===== src/rtl/nes_pad_scanner.sv =====
// Serial scanner for NUM_PADS NES pads sharing one latch/pulse bus.
// Optional NES_DEBOUNCE_EN: accept a bit only after two equal scans.
//
// Ports:
//   clk, reset_n      clock, async active-low reset
//   nes_data[P-1:0]   serial data per pad (low = pressed)
//   nes_latch         latch strobe to all pads
//   nes_pulse         shift clock to all pads
//   buttons[8P-1:0]   held buttons, pad p at [8p+7:8p]
//   pressed[8P-1:0]   new presses of last scan (valid with scan_done)
//   scan_done         one-cycle pulse when buttons/pressed update
//   event_code[3:0]   lowest new pad-0 press (bit+1), 0 if none
//   start_pulse       pad-0 Start newly pressed, with scan_done
module nes_pad_scanner #(
  parameter int NUM_PADS = 1,
  parameter int POLL_DIV = 833333,
  parameter int HALF_BIT = 300,
  parameter int CNT_W    = 20
) (
  input  logic                  clk,
  input  logic                  reset_n,
  input  logic [NUM_PADS-1:0]   nes_data,
  output logic                  nes_latch,
  output logic                  nes_pulse,
  output logic [8*NUM_PADS-1:0] buttons,
  output logic [8*NUM_PADS-1:0] pressed,
  output logic                  scan_done,
  output logic [3:0]            event_code,
  output logic                  start_pulse
);

  localparam int NB   = 8 * NUM_PADS;
  localparam int PH_W = $clog2(2 * HALF_BIT + 1);

  typedef enum logic [2:0] {
    S_IDLE,
    S_LATCH,
    S_LOW,
    S_HIGH,
    S_DONE
  } state_t;

  state_t          state_q, state_d;
  logic [CNT_W-1:0] cnt_q, cnt_d;
  logic [PH_W-1:0] ph_q, ph_d;
  logic [2:0]      bit_q, bit_d;
  logic [NB-1:0]   smp_q, smp_d;
  logic [NB-1:0]   btn_q, btn_d;
  logic [NB-1:0]   prs_q, prs_d;
  logic            done_q, done_d;
  logic            start_q, start_d;
  logic [3:0]      code_q, code_d;

  logic [NB-1:0]   acc;
  logic [NB-1:0]   new_prs;
  logic [3:0]      enc;
  logic            wrap;
  logic            last_latch;
  logic            last_half;

  assign wrap       = cnt_q == CNT_W'(POLL_DIV - 1);
  assign last_latch = ph_q == PH_W'(2 * HALF_BIT - 1);
  assign last_half  = ph_q == PH_W'(HALF_BIT - 1);

`ifdef NES_DEBOUNCE_EN
  logic [NB-1:0] hist_q, hist_d;
  logic [NB-1:0] agree;

  // Bits whose raw sample matches the previous scan are accepted;
  // the rest keep their last accepted value.
  assign agree = ~(smp_q ^ hist_q);
  assign acc   = (smp_q & agree) | (btn_q & ~agree);

  always_comb begin
    hist_d = hist_q;
    if (state_q == S_DONE) hist_d = smp_q;
  end

  always_ff @(posedge clk or negedge reset_n) begin
    if (!reset_n) hist_q <= '0;
    else          hist_q <= hist_d;
  end
`else
  assign acc = smp_q;
`endif

  // buttons_q doubles as the previous accepted vector
  assign new_prs = acc & ~btn_q;

  // Lowest-index new press on pad 0 wins
  always_comb begin
    enc = 4'd0;
    for (int i = 7; i >= 0; i--) begin
      if (new_prs[i]) enc = 4'(i + 1);
    end
  end

  always_comb begin
    cnt_d   = wrap ? '0 : cnt_q + CNT_W'(1);
    state_d = state_q;
    ph_d    = ph_q;
    bit_d   = bit_q;
    smp_d   = smp_q;
    btn_d   = btn_q;
    prs_d   = prs_q;
    code_d  = code_q;
    done_d  = 1'b0;
    start_d = 1'b0;
    unique case (state_q)
      S_IDLE: begin
        ph_d = '0;
        if (wrap) state_d = S_LATCH;
      end
      S_LATCH: begin
        if (last_latch) begin
          for (int p = 0; p < NUM_PADS; p++)
            smp_d[8*p] = ~nes_data[p];
          bit_d   = 3'd1;
          ph_d    = '0;
          state_d = S_LOW;
        end else begin
          ph_d = ph_q + PH_W'(1);
        end
      end
      S_LOW: begin
        if (last_half) begin
          ph_d    = '0;
          state_d = S_HIGH;
        end else begin
          ph_d = ph_q + PH_W'(1);
        end
      end
      S_HIGH: begin
        if (last_half) begin
          for (int p = 0; p < NUM_PADS; p++)
            smp_d[8*p + int'(bit_q)] = ~nes_data[p];
          ph_d = '0;
          if (bit_q == 3'd7) begin
            state_d = S_DONE;
          end else begin
            bit_d   = bit_q + 3'd1;
            state_d = S_LOW;
          end
        end else begin
          ph_d = ph_q + PH_W'(1);
        end
      end
      S_DONE: begin
        btn_d   = acc;
        prs_d   = new_prs;
        code_d  = enc;
        done_d  = 1'b1;
        start_d = new_prs[3];
        state_d = S_IDLE;
      end
      default: state_d = S_IDLE;
    endcase
  end

  always_ff @(posedge clk or negedge reset_n) begin
    if (!reset_n) begin
      state_q <= S_IDLE;
      cnt_q   <= '0;
      ph_q    <= '0;
      bit_q   <= '0;
      smp_q   <= '0;
      btn_q   <= '0;
      prs_q   <= '0;
      code_q  <= '0;
      done_q  <= 1'b0;
      start_q <= 1'b0;
    end else begin
      state_q <= state_d;
      cnt_q   <= cnt_d;
      ph_q    <= ph_d;
      bit_q   <= bit_d;
      smp_q   <= smp_d;
      btn_q   <= btn_d;
      prs_q   <= prs_d;
      code_q  <= code_d;
      done_q  <= done_d;
      start_q <= start_d;
    end
  end

  // Decoded from state so both strobes drop with the async reset
  assign nes_latch   = state_q == S_LATCH;
  assign nes_pulse   = state_q == S_HIGH;
  assign buttons     = btn_q;
  assign pressed     = prs_q;
  assign scan_done   = done_q;
  assign event_code  = code_q;
  assign start_pulse = start_q;

endmodule


===== config.mk =====
export PLATFORM = sky130hd
export DESIGN_NAME = nes_pad_scanner
export DESIGN_NICKNAME = d
export VERILOG_FILES = /design/src/rtl/nes_pad_scanner.sv
export SDC_FILE = /design/constraint.sdc
export NUM_CORES = 1
export LEC_CHECK = 0
export BUFFER_PORTS_ARGS = -buffer_cell sky130_fd_sc_hd__buf_2
export CORE_MARGIN = 2
export CORE_UTILIZATION = 59
export CTS_CLUSTER_SIZE = 12
export DETAILED_ROUTE_END_ITERATION = 10
export PLACE_DENSITY_LB_ADDON = 0.15
export SLEW_MARGIN = 20
export SYNTH_ARGS = -nofsm -noshare
export SYNTH_HDL_FRONTEND = slang
export SYNTH_SLANG_ARGS = --single-unit

===== constraint.sdc =====
create_clock -name clk -period 2.43 [get_ports clk]
set_input_delay 0.486 -clock clk [delete_from_list [all_inputs] [get_ports clk]]
set_output_delay 0.486 -clock clk [all_outputs]
set_load 0.01 [all_outputs]

# Word-level counts from Yosys, hierarchy flattened
# Index checks and enable logic that the tools add are counted.
# Widths: inputs -> output; s select.
[classes]
muxes = 30
multipliers = 0
reduce_logical = 9
n_eq_ne = 13
div = 0
n_addsub = 3
magnitude_cmp = 2
bitwise = 3
shift = 0
[op_table]
columns = ["cell", "count"]
rows = [
  ["$mux 4", 8],
  ["$pmux 10 s3", 1],
  ["$mux 3", 8],
  ["$add 20x1->20 const B", 1],
  ["$eq 20x20->1 const B", 1],
  ["$mux 10", 2],
  ["$mux 20", 1],
  ["$pmux 3 s4", 1],
  ["$add 10x1->10 const B", 1],
  ["$eq 10x10->1 const B", 1],
  ["$eq 10x9->1 const B", 1],
  ["$and 8x8->8", 1],
  ["$bwmux 8", 1],
  ["$not 8->8", 1],
  ["$reduce_and 4->1", 2],
  ["$eq 3x2->1 const B", 2],
  ["$eq 3x3->1 const B", 2],
  ["$ne 2x2->1 const B", 3],
  ["$pmux 3 s2", 1],
  ["$mux 1", 5],
  ["$lt 3x4->1 const B", 1],
  ["$ne 2x1->1 const B", 2],
  ["$add 3x1->3 const B", 1],
  ["$demux 1 s3", 1],
  ["other kinds (11)", 11],
]
[totals]
output_inout_bits = 24
latch_bits = 0
word_cells = 71
regBits = 66
n_memories = 0
ramBits = 0
inputBits = 3
mem_bits_ro = 0

# Logic depth before layout (Yosys ltp)
# Gate-level depths: netlist of the first run.
[depth]
ltp_word = 10
mapped_depth = 7
depth_no_buf = 6

# Worst setup path after synthesis of the first run
# No wires, ideal clock.
[synth_timing]
kind = "register -> register"
from = "reg ph_q[0]"
to = "reg smp_q[6], in the netlist acc[6]"
synth_period_minus_slack_ns = 1.804
slack_ns = 0.626
required_time_ns = 2.297
setup_ns = 0.133
stages_incl_launch_ff = 8
arrival_time_ns = 1.671
path_buffers = 1
path_cell_list = "dfrtp_1 -> ha_1 -> or2b_1 -> nor4_4 -> and2_1 -> buf_6 -> nand3_2 -> mux2i_1"
[synth_between]
elab_chain_cells = 2
[synth_lines]
columns = ["item", "line", "rtl"]
rows = [
  ["start, declared", "45", "logic [PH_W-1:0] ph_q, ph_d;"],
  ["start signal, assigned", "175", "ph_q <= ph_d;"],
  ["$eq 10x9->1", "63", "assign last_half = ph_q == PH_W'(HALF_BIT - 1);"],
  ["$reduce_and 2->1 (no source line)", "--", ""],
  ["end signal, assigned", "177", "smp_q <= smp_d;"],
  ["end, declared", "47", "logic [NB-1:0] smp_q, smp_d;"],
]
# Every way passes these cells.
# A chain may end at the register's enable or synchronous reset.

# Worst setup path in the final report of the first run
[layout_timing]
from = "reg state_q[2]"
to = "out nes_latch"
[layout_between]
elab_chain_cells = 1
[layout_lines]
columns = ["item", "line", "rtl"]
rows = [
  ["start, declared", "43", "state_t state_q, state_d;"],
  ["start signal, assigned", "173", "state_q <= state_d;"],
  ["$eq 3x1->1", "187", "assign nes_latch = state_q == S_LATCH;"],
  ["end, declared", "23", "output logic nes_latch,"],
]
# Every way passes these cells.

==> impl_metrics.tcl, run 1 <==
set metrics [dict create \
    grtUsageTotal 0.213 \
    final-seq-area_um2 1650 \
    drv_cap 0 \
    yosys.cell_types.count 52 \
    wl_mm 5.74 \
    cts_resized 0 \
    antennaDiodeCount 0 \
    dp_hpwl_mm 4.09 \
    clock_sinks 66 \
    crit_type "reg2out" \
    leakagePower_nw 1.78 \
    syn_nets 322 \
    slew_viol_final 0 \
    path_clk_slew_ns 0.07 \
    io_buffers 26 \
    max_slew_margin 0.661 \
    finalHoldViolCount 0 \
    die_h_um 77.6 \
    worstMarginPinSlew_ns 0.503 \
    antenna_found_initial 0 \
    worstHoldPathType "in2async" \
    clock-skew-final_ns 0.00748 \
    end_kind "primary output" \
    drive_gt1_frac 0.191 \
    ys_seq_area_frac 0.517 \
    powerDensity_nw_per_um2 564 \
    yosys_warnings 0 \
    setup_tns_ns 0 \
    async_flop_share 1.00 \
    ant_nets 0 \
    crit_arrival_ns 1.58 \
    syn_to_final_growth_pct 12.5 \
    rows 26 \
    clockBufferDepth 2 \
    startpoint_type "register" \
    die_area_um2 6020 \
    synthCells 314 \
    stdcell_count 421 \
    grt_pass1_vias 2244 \
    grt_pass1_wl_mm 10.2 \
    gp_congestion 0.813 \
    cts_tree "built" \
    grt_overflow 0 \
    die_w_um 77.6 \
    synth_edf_count 0 \
    post_drt_wl_per_cell_um 13.6 \
    status "complete, no violations" \
    fmax_mhz 484 \
    drt_iter0_drc 137 \
    cts_made_buffers 9 \
    dp_cells 405 \
    cp_max_fo 15 \
    ys_seq_elements 66 \
    grt_max_degree 67 \
    multi_input_area_um2 1440 \
    route.vias.total 2289 \
    cts_root_buffer "clkbuf_8" \
    layout.nets 354 \
    max-vdd-ir-drop_mv 0.298 \
    post_drt_via_cell_ratio 5.44 \
    start_util 0.618 \
    cts.htree.levels 3 \
    ios 27 \
    postSynthAreaPerCell_um2 10.2 \
    fin_crit_ns 2.06 \
    post-cts-setup-buffer-count 0 \
    synth.cell_area_um2 3200 \
    setup_viol 0 \
    drcViolationCount 0 \
    fin_crit_sh 0.850 \
    fillers 404 \
    coreArea_um2 5170 \
    clkLatencyLatePin_ns 0.33 \
    hold_buffers 0 \
    firstDrtPassIters 4 \
    worst_ep_required_time_ns 1.94 \
    rsz0062_at_grt "no" \
    synthFlopType "dfrtp_1" \
]
[routing by layer]
layer / GRT usage / part of all wire / vias up
li1: - / - / 1158
met1: 0.285 / 0.47 / 1085
met2: 0.333 / 0.49 / 39
met3: 0.0360 / 0.028 / 7
met4: 0.114 / 0.0099 / 0
met5: 0 / 0 / -
[critical path: stages (launching register included)]
cell and delay (ns):
dfrtp_1 0.55, or3b_4 0.49, inv_2 0.09, buf_2 0.13
[sequential cells by signal (all words and copies together), names as in the netlist, 3 cells and up]
register and cells:
event_code 4, ph_q 10, pressed 8, bit_q 3
cnt_q 20, buttons 8, acc 8, state_q 3
[power by group]
group	switching [mW]	internal (mW)	total, mW
clock network	0.421	0.472	0.892
logic	0.0265	0.00711	0.0337
registers	0.00155	1.10	1.10
[cell type report]
class / count / share of cell area
Sequential cell: 66 / 0.459
Multi-Input combinational cell: 224 / 0.399
Timing Repair Buffer: 30 / 0.0480
Clock buffer: 9 / 0.0344
Tap cell: 70 / 0.0244
Clock inverter: 7 / 0.0191
Inverter: 15 / 0.0157
[synthesized netlist by cell type, types with 3 or more instances]
library cell	count	area, µm²
a31oi_1	8	50.1
dfrtp_1	66	1650
nand2_1	40	150
nor2_1	25	93.8
nand4_1	5	31.3
nor3_1	6	30.0
inv_1	14	52.6
ha_1	5	62.6
xor2_1	11	96.3
mux2i_1	3	30.0
a21oi_1	13	65.1
xnor2_1	9	78.8
clkbuf_1	5	18.8
mux2_2	4	45.0
nand2b_1	8	50.1
and3_1	6	37.5
o21ai_0	20	100
nor4_4	3	63.8
nand3_1	14	70.1
nand4b_1	3	26.3
nor2b_1	5	31.3
[final timing paths]
path                                                start                   endpoint  slack, ns  depth (start not counted)
worst max-delay path               state_q[2]$_DFFE_PN0P_                  nes_latch       0.37                          3
worst min-delay path                              reset_n     buttons[5]$_DFFE_PN0P_       0.16                          2
worst max register to register     state_q[2]$_DFFE_PN0P_       bit_q[0]$_DFFE_PN0P_       0.42                          5
worst min register to register  event_code[3]$_DFFE_PN0P_  event_code[3]$_DFFE_PN0P_       0.47                          2
max in group asynchronous                         reset_n         cnt_q[7]$_DFF_PN0_       1.99                          2
min in group clk                                 nes_data         acc[7]$_DFFE_PN0P_       0.43                          2
[per-stage QoR]
step / utilization / hold slack, ns / setup slack (ns) / total power, mW / instance area (µm²)
after floorplan: - / 0.190 / 0.626 / 1.13 / 3200
after global routing: 0.695 / 0.195 / 0.300 / 2.10 / 3600
after detailed placement: 0.658 / 0.456 / 0.450 / 1.16 / 3400
after global placement: 0.658 / 0.454 / 0.514 / 1.16 / 3400
final: 0.695 / 0.164 / 0.365 / 2.03 / 3600
after CTS: 0.695 / 0.171 / 0.348 / 2.05 / 3600
[kinds of logic after synthesis]
family | count (synthesis) | synth area share
AND/OR/NAND/NOR | 135 | 0.238
flip-flops | 66 | 0.517
AO/OA/AOI/OAI | 57 | 0.113
buffers and inverters | 24 | 0.0341
XOR/XNOR | 20 | 0.0548
multiplexers | 7 | 0.0235
adder cells (fa/ha/maj) | 5 | 0.0196
[layout by cell type (no fill, tap or decap), types with 8 or more instances in the layout]
master / netlist / final
a21oi_1: 13 / 13
a31oi_1: 8 / 8
buf_2: 0 / 26
clkbuf_8: 0 / 9
dfrtp_1: 66 / 66
inv_1: 14 / 14
nand2_1: 40 / 40
nand2b_1: 8 / 8
nand3_1: 14 / 14
nor2_1: 25 / 25
o21ai_0: 20 / 20
xnor2_1: 9 / 9
xor2_1: 11 / 11
No activity file was read; power rests on OpenSTA's default activity.
==> inputs of run 2 (changes only) <==
--- a/config.mk
+++ b/config.mk
@@ -5,9 +5,10 @@
 export SDC_FILE = /design/constraint.sdc
 export NUM_CORES = 1
 export LEC_CHECK = 0
+export ABC_AREA = 1
 export BUFFER_PORTS_ARGS = -buffer_cell sky130_fd_sc_hd__buf_2
 export CORE_MARGIN = 2
-export CORE_UTILIZATION = 59
+export CORE_UTILIZATION = 60
 export CTS_CLUSTER_SIZE = 12
 export DETAILED_ROUTE_END_ITERATION = 10
 export PLACE_DENSITY_LB_ADDON = 0.15
==> constraint.sdc (replaced) <==
create_clock -name clk -period 1.9 [get_ports clk]
set_input_delay 0.38 -clock clk [delete_from_list [all_inputs] [get_ports clk]]
set_output_delay 0.38 -clock clk [all_outputs]
set_load 0.01 [all_outputs]
==> run 2 against run 1 <==
  * Count of clock-buffer cells in the layout is the same
  * Final cell count rose by 29%
  * Via count increased by 24%
  * Worst hold slack lost 0.12 ns
  * Critical path depth stayed put
  * Utilization increased by 0.49 points
  * Critical path type unchanged
  * Largest power group unchanged
  * Highest routed layer unchanged
==> impl_metrics.tcl, run 2 <==
set metrics [dict create \
    fillers 462 \
    rows 27 \
    synthFlopType "dfrtp_1" \
    leakagePower_nw 1.99 \
    finalHoldViolCount 0 \
    grt_overflow 0 \
    post_drt_via_cell_ratio 5.22 \
    wl_mm 6.77 \
    synth.most_common_cell "nand2_1" \
    worstHoldPathType "in2async" \
    max-vdd-ir-drop_mv 0.495 \
    clockBufferDepth 2 \
    antenna_found_initial 0 \
    route.vias.total 2843 \
    start_util 0.621 \
    final-seq-area_um2 1650 \
    path_clk_slew_ns 0.07 \
    r2r_cells 8 \
    crit_type "reg2out" \
    dp_hpwl_mm 4.88 \
    rsz0062_at_grt "no" \
    grt_pass1_wl_mm 11.7 \
    fin_area_um2 3850 \
    cts_tree "built" \
    postSynthAreaPerCell_um2 7.90 \
    place_area_um2 3660 \
    hold_buffers 0 \
    firstDrtPassIters 4 \
    syn_to_final_growth_pct 12.7 \
    synth_edf_count 0 \
    synthTopCellsByCount "nand2_1, dfrtp_1, inv_1, nor2_1, nand3_1" \
    die_h_um 79.5 \
    drt_iter0_drc 164 \
    clock_sinks 66 \
    slew_viol_final 0 \
    ios 27 \
    end_kind "primary output" \
    powerDensity_nw_per_um2 680 \
    grt_max_degree 67 \
    stdcell_count 545 \
    startpoint_type "register" \
    post-cts-setup-buffer-count 0 \
    drv_cap 0 \
    syn_nets 441 \
    worstMarginPinSlew_ns 0.345 \
    synth.cell_area_um2 3420 \
    cts_root_buffer "clkbuf_8" \
    yosys.cell_types.count 34 \
    die_w_um 79.5 \
    async_flop_share 1.00 \
    antennaDiodeCount 0 \
    gp_congestion 0.919 \
    top_register "cnt_q" \
    multi_input_area_um2 1530 \
    synth_top_area_cell "dfrtp_1" \
    status "complete, no violations" \
    setup_tns_ns 0 \
    post_drt_wl_per_cell_um 12.4 \
    layout.nets 476 \
    fin_crit_ns 1.74 \
    ys_seq_area_frac 0.483 \
    reg_top3 "cnt_q: 20 flops, ph_q: 10 flops" \
    synthTopCellsByArea "dfrtp_1, nand2_1, inv_1" \
    regToRegSetupSlack_ns 0.32 \
    worst_ep_required_time_ns 1.52 \
    ys_seq_elements 66 \
    drcViolationCount 0 \
    r2r_start "ph_q[0]$_DFFE_PN0P_" \
    cp_max_fo 9 \
    fin_crit_sh 0.915 \
    synth_top_area_frac 0.483 \
    dp_cells 529 \
    cts.htree.levels 3 \
    die_area_um2 6320 \
    synthCells 433 \
    yosys_warnings 0 \
    final_cell_mix "nand2_1, dfrtp_1, inv_1" \
    crit_arrival_ns 1.36 \
    grt_pass1_vias 2631 \
    cts_resized 0 \
    fmax_mhz 575 \
    cts_made_buffers 9 \
    final_common_cell "nand2_1" \
    max_slew_margin 0.770 \
    clkLatencyLatePin_ns 0.34 \
    r2r_end "acc[2]$_DFFE_PN0P_" \
    largest_register_ff_count 20 \
    ant_nets 0 \
    io_buffers 26 \
    drive_gt1_frac 0.156 \
    clock-skew-final_ns 0.00890 \
    setup_viol 0 \
    coreArea_um2 5510 \
    grtUsageTotal 0.239 \
]
-- run 2: cell count changes after synthesis, sizes merged, moves of 6 or more --
cell    change
nand3      +18
xnor2       -6
a21oi      -10
nand2      +75
and3        -6
inv        +42
nand2b      -8
a31oi       -7
o21ai      +11
nor3        +9
nor2       +37
-- run 2: per-stage QoR --
step                      hold WS [ns]   util  total power [mW]  setup slack (ns)
after global routing            0.0725  0.700              2.72            0.0792
after global placement           0.419  0.664              1.47             0.361
after detailed placement         0.419  0.664              1.47             0.318
after CTS                       0.0540  0.700              2.65             0.164
final                           0.0390  0.700              2.62             0.161
after floorplan                 0.0844      -              1.43             0.489
-- run 2: how the worst max path moves through the flow --
stage,startpoint,end
after global placement,ph_q[0]$_DFFE_PN0P_,ph_q[3]$_DFFE_PN0P_
after CTS,state_q[2]$_DFFE_PN0P_,nes_latch
final,state_q[1]$_DFFE_PN0P_,nes_pulse
after floorplan,ph_q[0]$_DFFE_PN0P_,ph_q[3]$_DFFE_PN0P_
after global routing,state_q[2]$_DFFE_PN0P_,nes_latch
after detailed placement,ph_q[0]$_DFFE_PN0P_,ph_q[6]$_DFFE_PN0P_
-- run 2: kinds of logic after synthesis --
| logic type | count (synthesis) | synth area share |
|---|---|---|
| AO/OA/AOI/OAI | 42 | 0.0647 |
| XOR/XNOR | 13 | 0.0333 |
| adder cells (fa/ha/maj) | 5 | 0.0183 |
| buffers and inverters | 63 | 0.0699 |
| flip-flops | 66 | 0.483 |
| AND/OR/NAND/NOR | 244 | 0.331 |
-- run 2: final cells by class --
| type | instances | area share |
|---|---|---|
| flip-flops and latches | 66 | 0.428 |
| multi-input cells | 304 | 0.397 |
| inverters | 58 | 0.0568 |
| repair buffers | 29 | 0.0428 |
| clock buffers | 9 | 0.0321 |
| well taps | 72 | 0.0234 |
| clock inverters | 7 | 0.0195 |
-- run 2: per-layer routing --
| layer | wire length (µm) | share of wire | up-vias | GRT usage |
|---|---|---|---|---|
| met5 | 0 | 0 | - | 0 |
| met2 | 3150 | 0.47 | 57 | 0.363 |
| met4 | 58 | 0.0086 | 0 | 0.102 |
| li1 | - | - | 1452 | - |
| met3 | 241 | 0.036 | 6 | 0.0543 |
| met1 | 3320 | 0.49 | 1328 | 0.332 |
-- run 2: where the power goes --
part | total (mW) | switching (mW) | internal, mW
Clock | 1.18 | 0.568 | 0.615
Combinational | 0.0352 | 0.0291 | 0.00610
Sequential | 1.40 | 0 | 1.40
Total | 2.62 | 0.597 | 2.02
-- run 2: critical path, stage by stage (launching register included) --
cell	delay [ns]
dfrtp_1	0.49
nand2_2	0.10
nor2_4	0.25
buf_2	0.19
==> inputs of run 3 (changes only) <==
--- a/config.mk
+++ b/config.mk
@@ -8,7 +8,7 @@
 export ABC_AREA = 1
 export BUFFER_PORTS_ARGS = -buffer_cell sky130_fd_sc_hd__buf_2
 export CORE_MARGIN = 2
-export CORE_UTILIZATION = 60
+export CORE_UTILIZATION = 64
 export CTS_CLUSTER_SIZE = 12
 export DETAILED_ROUTE_END_ITERATION = 10
 export PLACE_DENSITY_LB_ADDON = 0.15
==> constraint.sdc (replaced) <==
create_clock -name clk -period 2.2 [get_ports clk]
set_input_delay 0.44 -clock clk [delete_from_list [all_inputs] [get_ports clk]]
set_output_delay 0.44 -clock clk [all_outputs]
set_load 0.01 [all_outputs]
==> run 3 against run 2 <==
  * First-iteration DRC count up 13%
  * Critical path depth up 1
  * Design area up 0.45%
  * Count of clock-buffer cells in the layout grew 2
  * Sequential power decreased by 14%
  * Non-clock buffer count down 1
  * Final cell count down 0.55%
  * Critical path type unchanged
  * Utilization rose by 5.3 points
==> impl_metrics.tcl, run 3 (synthesized netlist as in run 2, its figures left out) <==
set metrics [dict create \
    ios 27 \
    clock-skew-final_ns 0.0116 \
    worstPathCellList "inv_2 -> nand2_1 -> nor2_2 -> buf_2" \
    slew_viol_final 0 \
    met1_length_mm 3.34 \
    grt_pass1_wl_mm 12.1 \
    start_util 0.666 \
    grtUsageTotal 0.254 \
    multi_input_area_um2 1530 \
    final-seq-area_um2 1650 \
    stdcell_count 542 \
    die_area_um2 5950 \
    post-cts-setup-buffer-count 0 \
    worstMarginPinSlew_ns 0.567 \
    drcViolationCount 0 \
    cts_made_buffers 9 \
    fmax_mhz 514 \
    layout_setup_ws_ns 0.255 \
    antenna_found_initial 0 \
    clkLatencyLatePin_ns 0.35 \
    final_common_cell "nand2_1" \
    io_buffers 26 \
    crit_type "reg2out" \
    die_h_um 77.1 \
    max-vdd-ir-drop_mv 0.345 \
    die_w_um 77.1 \
    post_drt_wl_per_cell_um 12.5 \
    crit_path_end "nes_latch" \
    clockBufferDepth 2 \
    layout.nets 475 \
    startpoint_type "register" \
    setup_viol 0 \
    fin_crit_ns 1.94 \
    firstDrtPassIters 4 \
    post_drt_via_cell_ratio 5.18 \
    totalPowerFinal_mw 2.42 \
    gp_congestion 0.892 \
    dp_hpwl_mm 4.82 \
    leakagePower_nw 1.99 \
    antennaDiodeCount 0 \
    r2r_cells 4 \
    largest_register_ff_count 20 \
    worstHoldPathType "in2async" \
    status "complete, no violations" \
    grt_pass1_vias 2768 \
    hold_buffers 0 \
    cts_root_buffer "clkbuf_8" \
    powerDensity_nw_per_um2 624 \
    rsz0062_at_grt "no" \
    wl_met3_um 173 \
    fillers 396 \
    crit_path_max_incr_delay_ns 0.59 \
    cts_resized 0 \
    top_register "cnt_q" \
    rows 26 \
    path_depth 4 \
    fin_crit_sh 0.884 \
    end_kind "primary output" \
    cts.htree.levels 3 \
    slowest_stage "dfrtp_1" \
    path_buf_inv 2 \
    final_cell_mix "nand2_1, dfrtp_1, inv_1" \
    drt_iter0_drc 185 \
    crit_arrival_ns 1.50 \
    topRoutingLayerUsed "met4" \
    route.vias.total 2809 \
    reg_top3 "cnt_q: 20 flops, ph_q: 10 flops" \
    cp_max_fo 15 \
    clock_sinks 66 \
    finalHoldViolCount 0 \
    crit_family "flip-flops" \
    ant_nets 0 \
    dp_cells 526 \
    grt_max_degree 67 \
    path_clk_slew_ns 0.08 \
    regToRegSetupSlack_ns 0.45 \
    drive_gt1_frac 0.153 \
    worst_ep_required_time_ns 1.76 \
    wl_met2_mm 3.14 \
    preCtsSetupSlack_ns 0.445 \
    max_slew_margin 0.622 \
    grt_overflow 0 \
    drv_cap 0 \
    utilization 0.753 \
    startpoint "state_q[2]$_DFFE_PN0P_" \
    r2r_end "event_code[3]$_DFFE_PN0P_" \
    cts_tree "built" \
    syn_to_final_growth_pct 13.2 \
    setup_tns_ns 0 \
    coreArea_um2 5140 \
    r2r_start "state_q[2]$_DFFE_PN0P_" \
    wl_mm 6.80 \
]
## run 3: through the flow
step                      instance area (µm²)  hold slack (ns)
after CTS                                3870            0.119
after global routing                     3870            0.145
final                                    3870           0.0975
after floorplan                          3420            0.144
after global placement                   3650            0.462
after detailed placement                 3650            0.477
## run 3: layout make-up
cell class,count,share of cell area
Clock buffer,11,0.0365
Clock inverter,5,0.0220
Inverter,58,0.0565
Multi-Input combinational cell,304,0.395
Sequential cell,66,0.426
Tap cell,70,0.0226
Timing Repair Buffer,28,0.0407
## run 3: layer usage
metal  up-vias  global-route usage
li1       1444                   -
met1      1307               0.338
met2        41               0.418
met3        17              0.0294
met4         0               0.120
met5         -                   0
## run 3: where the power goes
group / switching, mW / total [mW] / internal [mW]
Combinational: 0.0251 / 0.0304 / 0.00527
Clock: 0.495 / 1.17 / 0.678
Sequential: 0 / 1.21 / 1.21
Total: 0.520 / 2.42 / 1.90
## run 3: worst min-delay path by stage
stage                                       from                endpoint  slack, ns  cells past startpoint
after floorplan                          reset_n      acc[0]$_DFFE_PN0P_       0.14                      0
after global placement    pressed[7]$_DFFE_PN0P_  pressed[7]$_DFFE_PN0P_       0.46                      2
after detailed placement                 reset_n     cnt_q[19]$_DFF_PN0_       0.48                      2
after CTS                                reset_n  pressed[1]$_DFFE_PN0P_       0.12                      2
after global routing                     reset_n      cnt_q[2]$_DFF_PN0_       0.14                      2
final                                    reset_n      cnt_q[2]$_DFF_PN0_        0.1                      2
## run 3: worst register-to-register path: stages, from the launching register on
cell	delay, ns
dfrtp_1	0.70
nand2_1	0.33
nor2_1	0.30
nand3_1	0.13
o21ai_0	0.21
